File: config.mk
export PLATFORM = sky130hd
export DESIGN_NAME = vc_arbiter_flat
export DESIGN_NICKNAME = d
export VERILOG_FILES = /design/src/rtl/vc_arbiter_if.sv /design/src/rtl/vc_arbiter.sv /design/src/flat_wrapper.sv
export SDC_FILE = /design/constraint.sdc
export NUM_CORES = 1
export LEC_CHECK = 0
export ABC_AREA = 1
export ABC_CLOCK_PERIOD_IN_PS = 4000
export CAP_MARGIN = 20
export CORE_MARGIN = 2
export CORE_UTILIZATION = 47
export CTS_CLUSTER_SIZE = 25
export DETAILED_ROUTE_END_ITERATION = 8
export PLACE_DENSITY_LB_ADDON = 0.15
export SLEW_MARGIN = 20
export SYNTH_ARGS = -nofsm -noshare
export SYNTH_HDL_FRONTEND = slang
export SYNTH_SLANG_ARGS = --single-unit
export TNS_END_PERCENT = 5
File: constraint.sdc
create_clock -name clk -period 4 [get_ports clk]
set_input_delay 0.8 -clock clk [delete_from_list [all_inputs] [get_ports clk]]
set_output_delay 0.8 -clock clk [all_outputs]
set_load 0.005 [all_outputs]
File: src/rtl/vc_arbiter_if.sv
// Signal bundle between the VC FIFO read side / downstream demux and vc_arbiter.
// Grant counters exist only when VC_ARB_STATS_EN is defined.
interface vc_arbiter_if #(
    parameter int unsigned DataWidth   = 6,
    parameter int unsigned WeightWidth = 4
);
    logic                   init;
    logic [WeightWidth-1:0] weight_in;
    logic                   empty_VC0;
    logic                   empty_VC1;
    logic [DataWidth-1:0]   data_VC0;
    logic [DataWidth-1:0]   data_VC1;
    logic                   almost_full_D0;
    logic                   almost_full_D1;
    logic                   pop_VC0;
    logic                   pop_VC1;
    logic [DataWidth-1:0]   data_out;
    logic                   valid_out;
    logic [1:0]             state_out;
    logic                   idle_out;
`ifdef VC_ARB_STATS_EN
    logic [7:0]             grant_cnt_VC0;
    logic [7:0]             grant_cnt_VC1;
`endif

    modport master (
        output init, weight_in, empty_VC0, empty_VC1, data_VC0, data_VC1,
        output almost_full_D0, almost_full_D1,
        input  pop_VC0, pop_VC1, data_out, valid_out, state_out, idle_out
`ifdef VC_ARB_STATS_EN
        , input grant_cnt_VC0, grant_cnt_VC1
`endif
    );

    modport slave (
        input  init, weight_in, empty_VC0, empty_VC1, data_VC0, data_VC1,
        input  almost_full_D0, almost_full_D1,
        output pop_VC0, pop_VC1, data_out, valid_out, state_out, idle_out
`ifdef VC_ARB_STATS_EN
        , output grant_cnt_VC0, grant_cnt_VC1
`endif
    );
endinterface

File: src/rtl/vc_arbiter.sv
// Weighted round-robin scheduler popping the VC0/VC1 FIFOs (VC0 favoured), 1-cycle output pipe.
// Optional per-VC grant counters are enabled with the VC_ARB_STATS_EN macro.
module vc_arbiter #(
    parameter int unsigned DataWidth   = 6,
    parameter int unsigned WeightWidth = 4
) (
    input  logic         clk,
    input  logic         reset,
    vc_arbiter_if.slave  io_vc
);
    typedef enum logic [1:0] {
        StReset  = 2'd0,
        StInit   = 2'd1,
        StIdle   = 2'd2,
        StActive = 2'd3
    } state_e;

    state_e                 r_state, w_state_next;
    logic [WeightWidth-1:0] r_cnt, w_cnt_next;
    logic [WeightWidth-1:0] r_w;
    logic                   r_vld, r_sel;
    logic [DataWidth-1:0]   r_data, w_data_mux;
    logic                   w_pause, w_can_grant, w_pop0, w_pop1, w_grant;
    logic                   w_any0, w_any1;

    always_comb begin
        w_pause     = io_vc.almost_full_D0 | io_vc.almost_full_D1;
        w_any0      = ~io_vc.empty_VC0;
        w_any1      = ~io_vc.empty_VC1;
        w_can_grant = reset && !io_vc.init && !w_pause &&
                      (r_state == StIdle || r_state == StActive);
        w_pop0      = 1'b0;
        w_pop1      = 1'b0;
        // VC0 wins until it has had w consecutive grants while VC1 is waiting.
        if (w_can_grant) begin
            if (w_any0 && (!w_any1 || r_cnt < r_w)) w_pop0 = 1'b1;
            else if (w_any1)                        w_pop1 = 1'b1;
        end
        w_grant = w_pop0 | w_pop1;

        w_cnt_next = r_cnt;
        if (w_pop0)      w_cnt_next = (r_cnt >= r_w) ? r_w : r_cnt + 1'b1;
        else if (w_pop1) w_cnt_next = '0;

        w_state_next = r_state;
        unique case (r_state)
            StReset:  w_state_next = StInit;
            StInit:   if (!io_vc.init) w_state_next = StIdle;
            StIdle: begin
                if (io_vc.init)   w_state_next = StInit;
                else if (w_grant) w_state_next = StActive;
            end
            StActive: begin
                if (io_vc.init)                        w_state_next = StInit;
                else if (!w_any0 && !w_any1 && !w_grant) w_state_next = StIdle;
            end
            default:  w_state_next = StReset;
        endcase
        if (w_state_next == StInit) w_cnt_next = '0;

        w_data_mux = r_sel ? io_vc.data_VC1 : io_vc.data_VC0;
    end

    always_ff @(posedge clk) begin
        if (!reset) begin
            r_state <= StReset;
            r_cnt   <= '0;
            r_w     <= WeightWidth'(1);
            r_vld   <= 1'b0;
            r_sel   <= 1'b0;
            r_data  <= '0;
        end else begin
            r_state <= w_state_next;
            r_cnt   <= w_cnt_next;
            if (r_state == StInit && io_vc.init) begin
                r_w <= (io_vc.weight_in == '0) ? WeightWidth'(1) : io_vc.weight_in;
            end
            r_vld <= w_grant;
            r_sel <= w_pop1;
            if (r_vld) r_data <= w_data_mux;
        end
    end

    assign io_vc.pop_VC0   = w_pop0;
    assign io_vc.pop_VC1   = w_pop1;
    assign io_vc.valid_out = r_vld;
    assign io_vc.data_out  = r_vld ? w_data_mux : r_data;
    assign io_vc.state_out = r_state;
    assign io_vc.idle_out  = (r_state == StIdle);

`ifdef VC_ARB_STATS_EN
    logic [7:0] r_gcnt0, r_gcnt1;

    always_ff @(posedge clk) begin
        if (!reset || w_state_next == StInit) begin
            r_gcnt0 <= 8'd0;
            r_gcnt1 <= 8'd0;
        end else begin
            if (w_pop0 && r_gcnt0 != 8'hFF) r_gcnt0 <= r_gcnt0 + 8'd1;
            if (w_pop1 && r_gcnt1 != 8'hFF) r_gcnt1 <= r_gcnt1 + 8'd1;
        end
    end

    assign io_vc.grant_cnt_VC0 = r_gcnt0;
    assign io_vc.grant_cnt_VC1 = r_gcnt1;
`endif
endmodule

File: src/flat_wrapper.sv
// flat-port wrapper written by rule: the top's interface ports become plain ports
module vc_arbiter_flat 
#(
    parameter int unsigned DataWidth   = 6,
    parameter int unsigned WeightWidth = 4
)
  (clk, reset, io_vc_init, io_vc_weight_in, io_vc_empty_VC0, io_vc_empty_VC1, io_vc_data_VC0, io_vc_data_VC1, io_vc_almost_full_D0, io_vc_almost_full_D1, io_vc_pop_VC0, io_vc_pop_VC1, io_vc_data_out, io_vc_valid_out, io_vc_state_out, io_vc_idle_out);
  vc_arbiter_if #(.DataWidth(DataWidth), .WeightWidth(WeightWidth)) io_vc_i ();
  input  logic clk;
  input  logic reset;
  input wire logic [$bits(io_vc_i.init)-1:0] io_vc_init;
  input wire logic [$bits(io_vc_i.weight_in)-1:0] io_vc_weight_in;
  input wire logic [$bits(io_vc_i.empty_VC0)-1:0] io_vc_empty_VC0;
  input wire logic [$bits(io_vc_i.empty_VC1)-1:0] io_vc_empty_VC1;
  input wire logic [$bits(io_vc_i.data_VC0)-1:0] io_vc_data_VC0;
  input wire logic [$bits(io_vc_i.data_VC1)-1:0] io_vc_data_VC1;
  input wire logic [$bits(io_vc_i.almost_full_D0)-1:0] io_vc_almost_full_D0;
  input wire logic [$bits(io_vc_i.almost_full_D1)-1:0] io_vc_almost_full_D1;
  output wire logic [$bits(io_vc_i.pop_VC0)-1:0] io_vc_pop_VC0;
  output wire logic [$bits(io_vc_i.pop_VC1)-1:0] io_vc_pop_VC1;
  output wire logic [$bits(io_vc_i.data_out)-1:0] io_vc_data_out;
  output wire logic [$bits(io_vc_i.valid_out)-1:0] io_vc_valid_out;
  output wire logic [$bits(io_vc_i.state_out)-1:0] io_vc_state_out;
  output wire logic [$bits(io_vc_i.idle_out)-1:0] io_vc_idle_out;
  assign io_vc_i.init = io_vc_init;
  assign io_vc_i.weight_in = io_vc_weight_in;
  assign io_vc_i.empty_VC0 = io_vc_empty_VC0;
  assign io_vc_i.empty_VC1 = io_vc_empty_VC1;
  assign io_vc_i.data_VC0 = io_vc_data_VC0;
  assign io_vc_i.data_VC1 = io_vc_data_VC1;
  assign io_vc_i.almost_full_D0 = io_vc_almost_full_D0;
  assign io_vc_i.almost_full_D1 = io_vc_almost_full_D1;
  assign io_vc_pop_VC0 = io_vc_i.pop_VC0;
  assign io_vc_pop_VC1 = io_vc_i.pop_VC1;
  assign io_vc_data_out = io_vc_i.data_out;
  assign io_vc_valid_out = io_vc_i.valid_out;
  assign io_vc_state_out = io_vc_i.state_out;
  assign io_vc_idle_out = io_vc_i.idle_out;
  vc_arbiter #(.DataWidth(DataWidth), .WeightWidth(WeightWidth)) u_core (.clk(clk), .reset(reset), .io_vc(io_vc_i));
endmodule
* Word level (Yosys, flattened, before mapping)
Index checks and enable logic that the tools add are counted.
** Word-level totals
- Bits in registers :: 18
- Latch bits :: 0
- Bits in writable memories :: 0
- Bits in read-only memories :: 0
- Input port bits :: 23
- Output and inout bits :: 12
- Logic and storage cells :: 50
- Memories :: 0
** Operators by class
- Add/subtract/negate cells :: 1
- Multipliers :: 0
- Divide/modulo/power cells :: 0
- Magnitude comparators :: 2
- Eq/ne operators :: 4
- Shift-type cells :: 0
- Mux-type cells :: 17
- Bitwise logic cells :: 4
- Reduce and logical (&&, ||, !) cells :: 16
** Operators with widths (number)
- 4-bit 2-to-1 mux :: 4
- 6-bit 2-to-1 mux :: 2
- 2-bit 2-to-1 mux :: 5
- 2-bit case mux with 4 select lines :: 1
- 1-bit logical AND :: 7
- 1-bit 2-to-1 mux :: 5
- 4-bit by 1-bit adder with 4-bit output, second input constant :: 1
- 2-bit by 1-bit equality test with 1-bit output, second input constant :: 2
- 2-bit equality test, second input constant :: 2
- 4-bit greater-or-equal comparator :: 1
- 4-bit logical NOT :: 1
- 4-bit less-than comparator :: 1
- 1-bit logical NOT :: 3
- 2-bit logical NOT :: 1
- 1-bit logical OR :: 2
- 1-bit NOT :: 2
- 1-bit OR :: 2
- 2-bit nonzero test :: 1
- 2-bit OR reduction :: 1

* Depth between registers and ports, before layout
Gate-level depths: netlist (run 1).
- Depth after elaboration :: 13
- Mapped depth :: 13
- Mapped depth without buffers :: 13

* Worst setup path before layout (run 1)
OpenSTA, ideal clock, no wires.
- Path type :: in2out
- Start :: input port io_vc_almost_full_D1
- End :: output port io_vc_pop_VC1
- Arrival :: 1335 ps
- Slack :: 1865 ps
- Cell stages on the path :: 5
- Path buffers :: 0
- Cells stage by stage :: nor2_1 > nand2_2 > nor2_4 > nand2_2 > a21oi_1
** Between the ends
- Cells in the longest elaborated chain, start to end :: 5
** RTL lines
- start: declaration :: RTL line flat_wrapper.sv:18 : input wire logic [$bits(io_vc_i.almost_full_D1)-1:0] io_vc_almost_full_D1;
- 1-bit OR :: RTL line vc_arbiter.sv:27 : w_pause = io_vc.almost_full_D0 | io_vc.almost_full_D1;
- 1-bit logical NOT :: RTL line vc_arbiter.sv:30 : w_can_grant = reset && !io_vc.init && !w_pause &&
- 1-bit logical AND (2 in a row) :: RTL line vc_arbiter.sv:30
- 1-bit 2-to-1 mux :: RTL line vc_arbiter.sv:35 : if (w_can_grant) begin
- end: declaration :: RTL line flat_wrapper.sv:20 : output wire logic [$bits(io_vc_i.pop_VC1)-1:0] io_vc_pop_VC1;
Every way passes these cells.

* Worst setup path in the final report (run 1)
- Start :: input port reset
- End :: output port io_vc_pop_VC1
** Between the ends
- Cells in the longest elaborated chain, start to end :: 4
** RTL lines
- start: declaration :: RTL line flat_wrapper.sv:10 : input logic reset;
- 1-bit logical AND (3 in a row) :: RTL line vc_arbiter.sv:30
- 1-bit 2-to-1 mux :: RTL line vc_arbiter.sv:35
Every way passes these cells.

==> metrics.txt, run 1 <==
post-synthesis sequential area ratio=0.357; post-synthesis net count=~170; #FFs+latches synth=18; wire per inst=10.4 um; CP startpoint=reset; Tcrit/Tclk final=0.793; # port buffers=34; core box area=~2000 um2; cell family with most CP delay=buffers and inverters; Fmax=around 320 MHz; initial antenna violation count=0; Max stage delay on crit path=0.57 ns; crit-path cells=clkdlybuf4s50_1 > nand2_2 > nor2_4 > nand2_2 > a21oi_1 > clkdlybuf4s50_1; vias per inst=4.87; FP Rows=16; GPL Wtd Cong=~0.8; Critical Path RT=about 3.2 ns; Final #Nets=~200; Worst path slowest cell=clkdlybuf4s50_1; first-pass GRT wire length=3890 um; gr ovfl total=0; Hold WS=between 0.4 and 0.5 ns; min cycle time layout=~3.2 ns; HP Class=reg -> reg; Die X=50.4 um; cts hold-fix bufs=0; worst hold stages=2; Ant. Diodes=0; slew at the pin with the worst max-slew slack=0.411 ns; leakage=between 0.5 and 0.6 nW; WP data arrival=~2.4 ns; Critical Path Fanout Max=6; clk sink count=18; Ys Warns=0; Worst Path Buf+Inv=2; post-synthesis cell count=138; Worst path depth=6; largest net degree at the start of global routing=14; WS Path Type=in -> out; worst clock skew=0.00287 ns; cell chosen for the clock root=clkbuf_4; Post-CTS Setup Inserts=0; layout cell share with drive strength beyond 1=0.115; die area=around 2500 um2; Top Ports=35; Slew Viols, Final=0; final hold vios=0; Detailed Route Iter0 Violations=9; die height=~50 um; vias in the first global route=984; Worst-path clk slew=0.10 ns; CTS tree=yes; worst skew pair latency=slightly below 0.3 ns; switching share of power=0.247; Max-Cap Viols=0; Yosys cell types=25; crit path capture type=output port; Num CTS Buffers=3; hold_sp=u_core.r_w[2]; Setup-failing EPs final=0; Post-Route WL=between 2000 and 2500 um; Max Buffers Root-to-Sink=2; peak supply drop=179 uV; global-route usage over all layers=0.197; Vias=about 980; r2r worst-path depth=12; Int Pwr=0.252 mW; logic gate share of total power=0.178; Netlist Area Pre-Place=1010 um2; filler cell count=176; P&R area growth vs syn=38.8%; syn_area_per_cell=roughly 7.3 um2; Detailed Place HPWL=1690 um; Setup crit start kind=input port; status=finished clean; NetSw=a little over 0.08 mW; Slew headroom=0.726; Resize count post-CTS=0; Reg-to-Reg Start=u_core.r_w[1]; unrepaired setup endpoints after global routing=false; ANT nets after route=0; Flop pwr share=0.562; DR pass1 iterations=6; H-tree depth=1; clock group share of total power=0.260; Starting Density=0.504; DRC=0; total negative slack=0 ns; Pwr Density=~240 nW/um2
logic make-up after synthesis:
kind of cell	share of synthesized area
and+or+nand+nor	0.234
AOI/OAI and AO/OA	0.211
buffers and inverters	0.119
DFF	0.357
adders and majority gates	0.0620
xor gates and xnor gates	0.0174
power groups by stage:
stage               logic [mW]  clock network (mW)  registers [mW]
detailed placement      0.0596                   0           0.192
floorplan               0.0271                   0           0.191
finish                  0.0597              0.0869           0.188
global route            0.0679              0.0982           0.189
global placement        0.0584                   0           0.192
CTS                     0.0603              0.0887           0.188
final timing paths:
check             slack [ns]              end
hold / removal          0.49    u_core.r_w[2]
setup reg to reg        2.46  u_core.r_cnt[1]
setup / recovery        0.83    io_vc_pop_VC1
hold reg to reg         0.49    u_core.r_w[2]
per-stage QoR:
step	cells	utilization	setup slack [ns]	instance area, um2	power (mW)
2_1_floorplan	138	-	1.86	1010	0.219
3_3_place_gp	198	0.689	0.852	1380	0.251
3_5_place_dp	198	0.689	0.829	1380	0.252
4_1_cts	201	0.700	0.828	1400	0.337
5_1_grt	201	0.700	0.737	1400	0.355
6_report	201	0.700	0.830	1400	0.335
final cells by class:
cell class,count,area (um2),area share
tap,27,33.8,0.0241
multi-input combinational,90,529,0.378
clock buffer,3,22.5,0.0161
timing repair buffer,34,340,0.243
inverter,29,115,0.0821
sequential,18,360,0.257
Yosys cell counts (all sizes together):
cell type  count  share of area
o21a           6          0.045
or2            1         0.0062
dfxtp         18           0.36
nor2          12          0.052
buf            1         0.0050
inv           27           0.10
o21ai         18          0.089
nor4           1         0.0062
ha             5          0.062
xnor2          2          0.017
a21oi         12          0.063
a31oi          1         0.0062
nand2         23           0.11
o211ai         1         0.0074
clkinv         2          0.014
nand3          8          0.062
flip-flops by register name, indices dropped and copies added, names as in the netlist:
signal                  count
u_core.io_vc.state_out      2
u_core.io_vc.valid_out      1
u_core.r_w                  4
u_core.r_data               6
u_core.r_cnt                4
u_core.r_sel                1
cells in the final DEF (no fill, tap or decap):
master and count:
ha_1 5, nand2_1 16, o211ai_1 1, o21a_1 6, nor4_1 1, a21oi_1 11
nor2_1 11, clkinv_2 1, nand3_2 2, dfxtp_1 18, xnor2_1 2, a21oi_2 1
o21ai_1 12, nand2_2 6, clkdlybuf4s50_1 34, nand2_4 1, o21ai_0 6, clkinv_4 1
nor2_4 1, inv_2 3, clkbuf_4 3, inv_1 24, nand3_4 1, or2_1 1
a31oi_1 1, nand3_1 5
worst min-delay path, delay by kind of cell (launching register included):
family | cells | cell delay (ns)
DFF | 1 | 0.32
buffers and inverters | 1 | 0.07
AOI/OAI and AO/OA | 1 | 0.06
metal layers:
metal,vias up,track usage,wire length [um]
met4,0,0.0811,34
met3,5,0.0446,110
met5,-,0,0
met1,426,0.233,993
li1,523,-,-
met2,24,0.340,949
Power figures use the tool's default switching activity.
==> run 2, diff against run 1 <==
--- a/config.mk
+++ b/config.mk
@@ -6,10 +6,10 @@
 export NUM_CORES = 1
 export LEC_CHECK = 0
 export ABC_AREA = 1
-export ABC_CLOCK_PERIOD_IN_PS = 4000
+export ABC_CLOCK_PERIOD_IN_PS = 3000
 export CAP_MARGIN = 20
 export CORE_MARGIN = 2
-export CORE_UTILIZATION = 47
+export CORE_UTILIZATION = 44
 export CTS_CLUSTER_SIZE = 25
 export DETAILED_ROUTE_END_ITERATION = 8
 export PLACE_DENSITY_LB_ADDON = 0.15
==> constraint.sdc (replaced) <==
create_clock -name clk -period 3 [get_ports clk]
set_input_delay 0.6 -clock clk [delete_from_list [all_inputs] [get_ports clk]]
set_output_delay 0.6 -clock clk [all_outputs]
set_load 0.005 [all_outputs]
==> metrics.txt, run 2 (same netlist as run 1, synthesis figures left out) <==
Setup-failing EPs final=0 (unchanged); gr ovfl total=0 (unchanged); Setup crit start kind=input port (unchanged); vias in the first global route=983 (was 984); Max-Cap Viols=0 (unchanged); Max stage delay on crit path=0.56 ns (was 0.57 ns); HP Class=reg -> reg (unchanged); Reg2Reg Setup Slack=1.43 ns (was 2.46 ns); Worst path depth=6 (unchanged); worst clock skew=0.00481 ns (was 0.00287 ns); R2R Path End=u_core.r_cnt[1] (unchanged); Post-CTS Setup Inserts=0 (unchanged); clk sink count=18 (unchanged); Top Ports=35 (unchanged); Setup crit end=io_vc_pop_VC1 (unchanged); Starting Density=0.461 (was 0.504); Final #Nets=204 (unchanged); Slew Viols, Final=0 (unchanged); Reg-to-Reg Start=u_core.r_w[1] (unchanged); cts hold-fix bufs=0 (unchanged); commonest non-fill, non-tap cell in the layout=clkdlybuf4s50_1 (unchanged); DR pass1 iterations=4 (was 6); Worst-path clk slew=0.10 ns (about the same); total negative slack=0 ns (unchanged); WS Path Type=in -> out (unchanged); status=finished clean (unchanged); wire per inst=10.2 um (was 10.4 um); min cycle time layout=about 2.8 ns; cell family with most CP delay=buffers and inverters (unchanged); filler cell count=200 (was 176); Layout Utilization=0.646 (was 0.700); crit-path cells=clkdlybuf4s50_1 > nand2_2 > nor2_4 > nand2_2 > a21oi_1 > clkdlybuf4s50_1 (unchanged); # port buffers=34 (unchanged); first-pass GRT wire length=3910 um (was 3890 um); die area=2690 um2 (was 2540 um2); Tcrit/Tclk final=0.941; commonest cells after routing, fill and taps aside=clkdlybuf4s50_1 (34), inv_1 (24), dfxtp_1 (18) (unchanged); vias per inst=4.80 (was 4.87); H-tree depth=1 (unchanged); leakage=0.543 nW (was 0.536 nW); Worst Path Buf+Inv=2 (unchanged); Critical Path Fanout Max=6 (unchanged); core box area=2190 um2 (was 2000 um2); Pwr Density=337 nW/um2 (was 239 nW/um2); r2r worst-path depth=12 (unchanged); Post-Route WL=2080 um (was 2090 um); FP Rows=17 (was 16); largest registers=u_core.r_data x6, u_core.r_cnt x4, u_core.r_w x4 (unchanged); Worst path slowest cell=clkdlybuf4s50_1 (unchanged); unrepaired setup endpoints after global routing=false (unchanged); Detailed Route Iter0 Violations=11 (was 9); GPL Wtd Cong=0.821 (was 0.793); slew at the pin with the worst max-slew slack=0.415 ns (was 0.411 ns); Slew headroom=0.723 (was 0.726); CP startpoint=reset (unchanged); P&R area growth vs syn=40.3% (was 38.8%); worst skew pair latency=0.29 ns (about the same); CTS tree=yes (unchanged); Max Buffers Root-to-Sink=2 (unchanged); Num CTS Buffers=3 (unchanged); WP data arrival=2.22 ns (was 2.37 ns); largest register by flop count=u_core.r_data (unchanged); Die X=51.9 um (was 50.4 um); Largest register FFs=6 (unchanged); layout cell share with drive strength beyond 1=0.120 (was 0.115); global-route usage over all layers=0.190 (was 0.197); largest net degree at the start of global routing=14 (unchanged); initial antenna violation count=0 (unchanged); crit path capture type=output port (unchanged); DRC=0 (unchanged); Resize count post-CTS=0 (unchanged); peak supply drop=203 uV (was 179 uV); final hold vios=0 (unchanged); ANT nets after route=0 (unchanged); Detailed Place HPWL=1710 um (was 1690 um); Fmax=between 300 and 400 MHz; die height=51.9 um (was 50.4 um); Ant. Diodes=0 (unchanged); Vias=975 (was 978); Critical Path RT=2.40 ns (was 3.20 ns); cell chosen for the clock root=clkbuf_4 (unchanged)
==> run 2: changes by cell type in the layout (fill, tap and decap cells not counted) <==
cell	previous run	this run
clkbuf_8	0	1
==> run 2: worst min-delay path, cell delays in order, from the launching register on <==
cell     delay (ns)
dfxtp_1        0.33
inv_1          0.07
a21oi_1        0.06
==> run 2: how the worst min path moves through the flow <==
| stage | from | depth (start not counted) | to |
|---|---|---|---|
| 6_report | u_core.r_w[2] | 2 | u_core.r_w[2] |
| 5_1_grt | u_core.r_w[2] | 2 | u_core.r_w[2] |
| 3_5_place_dp | u_core.r_w[2] | 2 | u_core.r_w[2] |
| 2_1_floorplan | u_core.r_w[1] | 2 | u_core.r_w[1] |
| 4_1_cts | u_core.r_w[2] | 2 | u_core.r_w[2] |
| 3_3_place_gp | u_core.r_w[2] | 2 | u_core.r_w[2] |
==> run 2: stage by stage <==
| stage | hold slack [ns] | total power, mW | cell area (um2) | setup WS [ns] | instances |
|---|---|---|---|---|---|
| after global routing | 0.532 | 0.505 | 1420 | 0.110 | 203 |
| after global placement | 0.471 | 0.335 | 1380 | 0.251 | 199 |
| after floorplan | 0.449 | 0.291 | 1010 | 1.26 | 138 |
| after detailed placement | 0.479 | 0.336 | 1380 | 0.186 | 199 |
| after CTS | 0.494 | 0.484 | 1420 | 0.182 | 203 |
| final | 0.493 | 0.478 | 1420 | 0.176 | 203 |
==> run 2: power by group <==
| part | internal (mW) | leakage, nW | switching, mW |
|---|---|---|---|
| Combinational | 0.0444 | 0.376 | 0.0350 |
| Sequential | 0.245 | 0.146 | 0.00573 |
| Clock | 0.0738 | 0.0210 | 0.0735 |
| Total | 0.364 | 0.543 | 0.114 |
==> run 2: area by class of cell <==
class | count | area [um2] | share of cell area
Timing Repair Buffer | 34 | 340 | 0.240
Inverter | 29 | 115 | 0.0813
Sequential cell | 18 | 360 | 0.254
Tap cell | 28 | 35.0 | 0.0247
Clock buffer | 4 | 36.3 | 0.0256
Multi-Input combinational cell | 90 | 529 | 0.374
==> run 2: routing by layer <==
metal  track usage  up-vias  share of wire
met2         0.329       25           0.47
met1         0.231      427           0.46
met5             0        -              0
li1              -      517              -
met3        0.0287        6          0.049
met4        0.0833        0          0.017
